$ cat config.mk
export PLATFORM = sky130hd
export DESIGN_NAME = uart_program_loader
export DESIGN_NICKNAME = d
export VERILOG_FILES = /design/src/rtl/uart_program_loader.sv
export SDC_FILE = /design/constraint.sdc
export NUM_CORES = 1
export LEC_CHECK = 0
export BUFFER_PORTS_ARGS = -buffer_cell sky130_fd_sc_hd__buf_4
export CORE_ASPECT_RATIO = 0.7
export CORE_MARGIN = 10
export CORE_UTILIZATION = 55
export DETAILED_ROUTE_END_ITERATION = 12
export PLACE_DENSITY = 0.85
export SYNTH_ARGS = -nofsm -noshare
export SYNTH_HDL_FRONTEND = slang
export SYNTH_SLANG_ARGS = --single-unit
$ cat constraint.sdc
create_clock -name clk -period 3 [get_ports clk]
set_input_delay 0.6 -clock clk [delete_from_list [all_inputs] [get_ports clk]]
set_output_delay 0.6 -clock clk [all_outputs]
set_load 0.02 [all_outputs]
$ cat src/rtl/uart_program_loader.sv
// Purpose : framed UART program loader; parses sync/count/LE words/XOR checksum,
//           writes words to instruction memory, holds the CPU in reset meanwhile.
// Latency : every output is registered, one cycle after the byte or start causing it.
// Backpressure: none; every rx_done cycle is consumed, so bytes may arrive back to back.
// Ports   : clk/reset (sync, active-low); start; rx_data/rx_done byte strobe in;
//           mem_we/mem_addr/mem_wdata memory write out; cpu_hold, busy,
//           load_done (pulse), load_err (sticky) status out.
module uart_program_loader #(
   parameter int         ADDR_WIDTH = 8,
   parameter int         TIMEOUT    = 1024,
   parameter logic [7:0] SYNC_BYTE  = 8'hA5
) (
   input  logic                  clk,
   input  logic                  reset,
   input  logic                  start,
   input  logic [7:0]            rx_data,
   input  logic                  rx_done,
   output logic                  mem_we,
   output logic [ADDR_WIDTH-1:0] mem_addr,
   output logic [31:0]           mem_wdata,
   output logic                  cpu_hold,
   output logic                  busy,
   output logic                  load_done,
   output logic                  load_err
);

   typedef enum logic [2:0] {
      S_IDLE, S_SYNC, S_COUNT, S_DATA, S_CHECK, S_DONE, S_ERROR
   } state_t;

   // idle counter only needs to reach TIMEOUT-1; the next silent cycle fires
   localparam int              TW        = $clog2(TIMEOUT);
   localparam logic [TW-1:0]   IDLE_LAST = TW'(TIMEOUT - 1);
   // words_left must hold the full 2^ADDR_WIDTH count
   localparam int              WLW       = ADDR_WIDTH + 1;
   localparam int unsigned     MAX_WORDS = 2 ** ADDR_WIDTH;

   state_t                  state;
   logic [WLW-1:0]          words_left;
   logic [ADDR_WIDTH-1:0]   wr_addr;
   logic [1:0]              idx;
   logic [23:0]             word;
   logic [7:0]              csum;
   logic [TW-1:0]           idle_cnt;

   logic timed;
   logic timeout_hit;

   assign timed       = (state == S_COUNT) || (state == S_DATA) || (state == S_CHECK);
   // a byte arriving on the would-be timeout cycle is processed instead
   assign timeout_hit = timed && !rx_done && (idle_cnt == IDLE_LAST);

   always_ff @(posedge clk) begin
      if (!reset) begin
         state      <= S_IDLE;
         words_left <= '0;
         wr_addr    <= '0;
         idx        <= '0;
         word       <= '0;
         csum       <= '0;
         idle_cnt   <= '0;
         mem_we     <= 1'b0;
         mem_addr   <= '0;
         mem_wdata  <= '0;
         cpu_hold   <= 1'b0;
         busy       <= 1'b0;
         load_done  <= 1'b0;
         load_err   <= 1'b0;
      end else begin
         mem_we    <= 1'b0;
         load_done <= 1'b0;

         // leaving the timed states also clears the counter, covering state entry
         if (!timed || rx_done) idle_cnt <= '0;
         else                   idle_cnt <= idle_cnt + TW'(1);

         if (timeout_hit) begin
            state    <= S_ERROR;
            load_err <= 1'b1;
            cpu_hold <= 1'b1;
            busy     <= 1'b0;
         end else begin
            case (state)
               S_IDLE: begin
                  if (start) begin
                     state    <= S_SYNC;
                     cpu_hold <= 1'b1;
                     busy     <= 1'b1;
                  end
               end
               S_SYNC: begin
                  if (rx_done && rx_data == SYNC_BYTE) state <= S_COUNT;
               end
               S_COUNT: begin
                  if (rx_done) begin
                     if (rx_data == 8'd0 || 32'(rx_data) > MAX_WORDS) begin
                        state    <= S_ERROR;
                        load_err <= 1'b1;
                        cpu_hold <= 1'b1;
                        busy     <= 1'b0;
                     end else begin
                        words_left <= WLW'(rx_data);
                        wr_addr    <= '0;
                        idx        <= '0;
                        csum       <= '0;
                        state      <= S_DATA;
                     end
                  end
               end
               S_DATA: begin
                  if (rx_done) begin
                     csum <= csum ^ rx_data;
                     idx  <= idx + 2'd1;
                     case (idx)
                        2'd0: word[7:0]   <= rx_data;
                        2'd1: word[15:8]  <= rx_data;
                        2'd2: word[23:16] <= rx_data;
                        default: begin
                           // 4th byte completes the word; bypass it straight to the write port
                           mem_we     <= 1'b1;
                           mem_addr   <= wr_addr;
                           mem_wdata  <= {rx_data, word};
                           wr_addr    <= wr_addr + ADDR_WIDTH'(1);
                           words_left <= words_left - WLW'(1);
                           if (words_left == WLW'(1)) state <= S_CHECK;
                        end
                     endcase
                  end
               end
               S_CHECK: begin
                  if (rx_done) begin
                     if (rx_data == csum) begin
                        state     <= S_DONE;
                        load_done <= 1'b1;
                        cpu_hold  <= 1'b0;
                        busy      <= 1'b0;
                     end else begin
                        state    <= S_ERROR;
                        load_err <= 1'b1;
                        cpu_hold <= 1'b1;
                        busy     <= 1'b0;
                     end
                  end
               end
               S_DONE: state <= S_IDLE;
               S_ERROR: begin
                  if (start) begin
                     state    <= S_SYNC;
                     load_err <= 1'b0;
                     cpu_hold <= 1'b1;
                     busy     <= 1'b1;
                  end
               end
               default: state <= S_IDLE;
            endcase
         end
      end
   end

endmodule

; ---- Yosys cells after proc, flatten, opt, wreduce, memory -nomap -nowiden
; Index checks and enable logic that the tools add are counted.
[totals]
elab_cells = 135
reg_bits = 109
[classes]
eq_ne = 30
n_bitwise = 7
reduce_logical = 32
mux = 45
n_addsub = 4
[ops]
columns = cell, n
row1 = 8-bit two-way mux, 5
row2 = 9-bit two-way mux, 4
row3 = 8-bit case mux with 2 select lines, 2
row4 = 3-bit two-way mux, 9
row5 = 3-bit != test (second input constant), 7
row6 = 9-bit case mux with 2 select lines, 1
row7 = 4-bit AND reduction, 4
row8 = 1-bit two-way mux, 15
row9 = 3-bit case mux with 5 select lines, 1
row10 = 5-bit AND reduction, 3
row11 = 7-bit AND reduction, 2
row12 = 2-bit != test (second input constant), 6
row13 = 6-bit AND reduction, 2
row14 = 10-bit by 1-bit adder with 10-bit output (second input constant), 1
row15 = 10-bit == test (second input constant), 1
row16 = 9-bit by 1-bit == test with 1-bit output (second input constant), 1
row17 = 1-bit case mux with 3 select lines, 3
row18 = 9-bit by 1-bit subtractor with 9-bit output (second input constant), 1
row19 = 8-bit by 1-bit adder with 8-bit output (second input constant), 1
row20 = 8-bit == test, 1
row21 = 8-bit == test (second input constant), 1
row22 = 8-bit logical NOT, 1
row23 = 2-bit two-way mux, 4
row24 = 4-bit nonzero test, 2
row25 = other kinds (22), 40

; ---- Longest topological paths before layout
[logic_depth]
depth_word = 7
ltp_mapped = 8
ltp_nobuf = 7

; ---- Least setup slack after synthesis
; Ideal clock, no wire load.
[synth_timing]
kind = input to register
startpoint = in rx_data[3]
endpoint = reg words_left[3]
arrival_time_ps = 2036
stages = 6
path_slack_ps = 832
cell_sequence = buf_4 > or4_4 > o311a_4 > buf_6 > a32oi_2 > a21oi_1
[synth_between]
elab_chain_cells = 3
[synth_lines]
columns = item, line_no
row1 = start: declaration, 16  ; input logic [7:0] rx_data,
row2 = 8-bit logical NOT / 9-bit two-way mux (equally long branches), 96  ; if (rx_data == 8'd0 || 32'(rx_data) > MAX_WORDS) begin
row3 = 2-bit != test (no source line) / 9-bit two-way mux (equally long branches), --
row4 = 6-bit AND reduction (no source line) / 9-bit case mux with 2 select lines (equally long branches), --
row5 = end signal: assignment, 102  ; words_left <= WLW'(rx_data);
row6 = end signal: assignment, 124  ; words_left <= words_left - WLW'(1);
row7 = end: declaration, 39  ; logic [WLW-1:0] words_left;
; Parallel ways exist; a longest one is shown, timed or not. The select of a mux whose other input is x is not followed.
; A chain may end at the register's enable or synchronous reset.

; ---- Worst setup path after layout
[layout_timing]
startpoint = reg state[0]
endpoint = reg mem_wdata[30]
[layout_between]
elab_chain_cells = 7
[layout_lines]
columns = item, line_no
row1 = start: declaration, 38  ; state_t state;
row2 = start signal: assignment, 55  ; state <= S_IDLE;
row3 = start signal: assignment, 78  ; state <= S_ERROR;
row4 = start signal: assignment, 86  ; state <= S_SYNC;
row5 = 3-bit by 2-bit == test with 1-bit output (on tied branches), "49, 83"
row6 = 1-bit logical OR (2 in a row), 49  ; assign timed = (state == S_COUNT) || (state == S_DATA) || (state == S_CHECK);
row7 = 1-bit logical AND (2 in a row), 51  ; assign timeout_hit = timed && !rx_done && (idle_cnt == IDLE_LAST);
row8 = 1-bit NOT (no source line), --
row9 = 4-bit AND reduction (no source line) *, --
row10 = end signal: assignment, 122  ; mem_wdata <= {rx_data, word};
row11 = end: declaration, 20  ; output logic [31:0] mem_wdata,
; Mark *: on every way between the ends. The rest lies on a longest branch, timed or not.

==> impl_results.md <==
* RePlAce Congestion at approximately 0.89
* Area grow syn2layout at 15.4%
* CTS tree: yes
* Internal power at roughly 2300 uW
* Clk pwr share at 0.385
* Synth Cell Area at 4720 um^2
* Clock skew at just under 0.009 ns
* CTS root buffer: clkbuf_16
* Critical Path RT at 3.22 ns
* Crit Path Category: flip-flop to flip-flop
* Core area at between 8000 and 9000 um^2
* Bufs on Longest Clock Path at 2
* Iter 0 DRT Violations at approximately 370
* Psw at about 780 uW
* TNS Setup at 0 ns
* Post-CTS sizing at 0
* Period utilisation layout at 0.791
* Leak at about 0.002 uW
* Worst r2r src: state[0]
* Data arrival, critical path at between 2 and 3 ns
* Met1 usage at 0.237
* Clock sinks at 109
* Outcome: complete, no violations
* M3 GR Usage at 0.0540
* Worst hold slack at about 0.45 ns
* Antenna Nets Post-Route at 0
* Setup bufs post-CTS at 0
* Rel. slew slack at 0.529
* VDD IR max at 0.462 mV
* Diodes inserted at 0
* Routed WL per cell at 15.6 um
* M2 GR Usage at 0.257
* Min Tclk post-route at 2.37 ns
* Post-synth EDFFs at 0
* Setup crit start: state[0]
* Combinational share of power at 0.110
* Final Max Slew Viols at 0
* DR pass1 iterations at 5
* Die area at 12,700 um^2
* First-pass GRT wire length at 18,500 um
* Placed Area at between 5000 and 6000 um^2
* Max Clock Freq at between 400 and 500 MHz
* Total gr overflow at 0
* Seq cells post-synth at between 100 and 150
* Post-synth top flop: dfxtp_1
* Share of cells above drive strength 1 at 0.143
* Ys Warns at 0
* RSZ-0062 raised after global routing: false
* Gr usage total at 0.175
* Placed cell count at roughly 710
* Die Ht at around 100 um
* Crit path launch type: flip-flop
* Most used routing layer: met2
* DR vias at approximately 4,100
* Number of distinct library cells after synthesis at just under 60
* Crit path to: mem_wdata[30]
* Avg Synthesized Cell Area at 8.05 um^2
* Sequential area share after synthesis at 0.463
* # DRC at 0
* Syn nets at 606
* Register share of total power at 0.505
* Placement Rows at 28
* Sw frac at 0.256
* CP Capture Type: flip-flop
* Initial antenna violation count at 0
* Final setup fails at 0
* Most common cell in the netlist: nand2_1
* Largest area contributor in the netlist: dfxtp_1
* Ports at 57
* Yosys top cell area share at 0.463
* Pin count of the biggest net entering global routing at 58
* Reg clk slew, reported paths at approximately 0.070 ns
* Fin cells at roughly 730
* Vias per cell at about 5.7
* Synth top area cells: dfxtp_1 (46%), nand2_1 (11%), a21oi_1 (9.0%)
* FF-to-FF path depth at 7
* Synth cell count leaders: nand2_1 (134), dfxtp_1 (109), a21oi_1 (85)
* Ys async rst share at 0
* Initial Util at 0.561
* R2R Setup Slk at approximately 0.63 ns
* IO Port Bufs at 56
* Max Cap Viol at 0
* # hold bufs at CTS at 0
* Fin nets at roughly 640
* Worst Max-Slew Pin Slew at about 0.7 ns
* Routed wire length at about 11,000 um
* RR Endpoint: mem_wdata[30]
* Post-synthesis instance total at 586
* Final Cell Area at around 5400 um^2
* Die X at 131 um
* Inserted Clock Buffers at 9
* Vias in the first global route at around 3,800
* Worst-skew pair later-pin latency at between 0.3 and 0.4 ns
* H-tree lvl count at 3
* Power Density at 557 nW/um^2
* Final Hold Viols at 0
* CP max FO at a little over 40
* Hpwl dp at 7780 um
* Worst Hold Class: flip-flop to flip-flop
## cell usage in the layout (no fill, tap or decap), types with 8 or more instances in the layout
| cell type | synthesis | final |
|---|---|---|
| nor2_1 | 45 | 45 |
| ha_1 | 8 | 8 |
| xnor2_1 | 18 | 18 |
| buf_4 | 1 | 60 |
| nand3_1 | 29 | 29 |
| dfxtp_1 | 109 | 109 |
| nand3b_1 | 10 | 10 |
| a21oi_1 | 85 | 85 |
| o21ai_0 | 11 | 11 |
| inv_1 | 9 | 9 |
| clkbuf_16 | 0 | 9 |
| nand2_1 | 134 | 134 |
## how the worst min path moves through the flow
stage | from | endpoint | slack, ns | cells after the start
floorplan | idle_cnt[0] | idle_cnt[0] | 0.42 | 1
global placement | idle_cnt[0] | idle_cnt[0] | 0.42 | 1
detailed placement | idle_cnt[0] | idle_cnt[0] | 0.44 | 1
CTS | idle_cnt[0] | idle_cnt[0] | 0.46 | 1
global route | word[2] | mem_wdata[2] | 0.47 | 2
finish | idle_cnt[0] | idle_cnt[0] | 0.45 | 1
## area by class of cell
cell class | count | area [um^2]
Clock buffer | 11 | 233
Sequential cell | 109 | 2180
Tap cell | 105 | 131
Clock inverter | 5 | 61.3
Multi-Input combinational cell | 426 | 2310
Timing Repair Buffer | 62 | 490
Inverter | 10 | 37.5
Fill cell | 705 | 2960
## metal layers
| metal | part of all wire | vias to the layer above |
|---|---|---|
| li1 | - | 2051 |
| met1 | 0.46 | 1938 |
| met2 | 0.45 | 140 |
| met3 | 0.073 | 19 |
| met4 | 0.015 | 0 |
| met5 | 0 | - |
## state kept, by name, summed over array words and instances (netlist names)
register / flops
load_done: 1
word: 24
busy: 1
cpu_hold: 1
idle_cnt: 10
wr_addr: 8
words_left: 9
load_err: 1
idx: 2
mem_wdata: 32
state: 3
csum: 8
mem_we: 1
mem_addr: 8
## power groups by stage
stage | Clock [uW] | Combinational (uW) | Sequential (uW)
floorplan | 0 | 270 | 1540
global placement | 0 | 323 | 1560
detailed placement | 0 | 325 | 1560
CTS | 1190 | 328 | 1530
global route | 1230 | 368 | 1540
finish | 1170 | 333 | 1530
## cells by family after synthesis
kind of cell | count (synthesis) | synth area share
flip-flops | 109 | 0.463
buffers and inverters | 51 | 0.0480
XOR/XNOR | 26 | 0.0499
AO/OA/AOI/OAI | 126 | 0.158
AND/OR/NAND/NOR | 263 | 0.253
adder cells (fa/ha/maj) | 8 | 0.0212
multiplexers | 3 | 0.00663
## worst max-delay path, cell delays in order, from the launching register on
cell     delay (ns)
dfxtp_1        0.75
and3b_1        0.42
and2_1         0.17
buf_4          0.33
nand2_1        0.10
buf_4          0.27
nand2_1        0.12
a21oi_1        0.07
## stage by stage
step	setup slack (ns)	util	power, uW
2_1_floorplan	0.832	-	1810
4_1_cts	0.678	0.647	3050
6_report	0.628	0.647	3030
3_3_place_gp	0.714	0.613	1880
3_5_place_dp	0.695	0.613	1890
5_1_grt	0.431	0.647	3140
(Power assumes the default switching activity.)
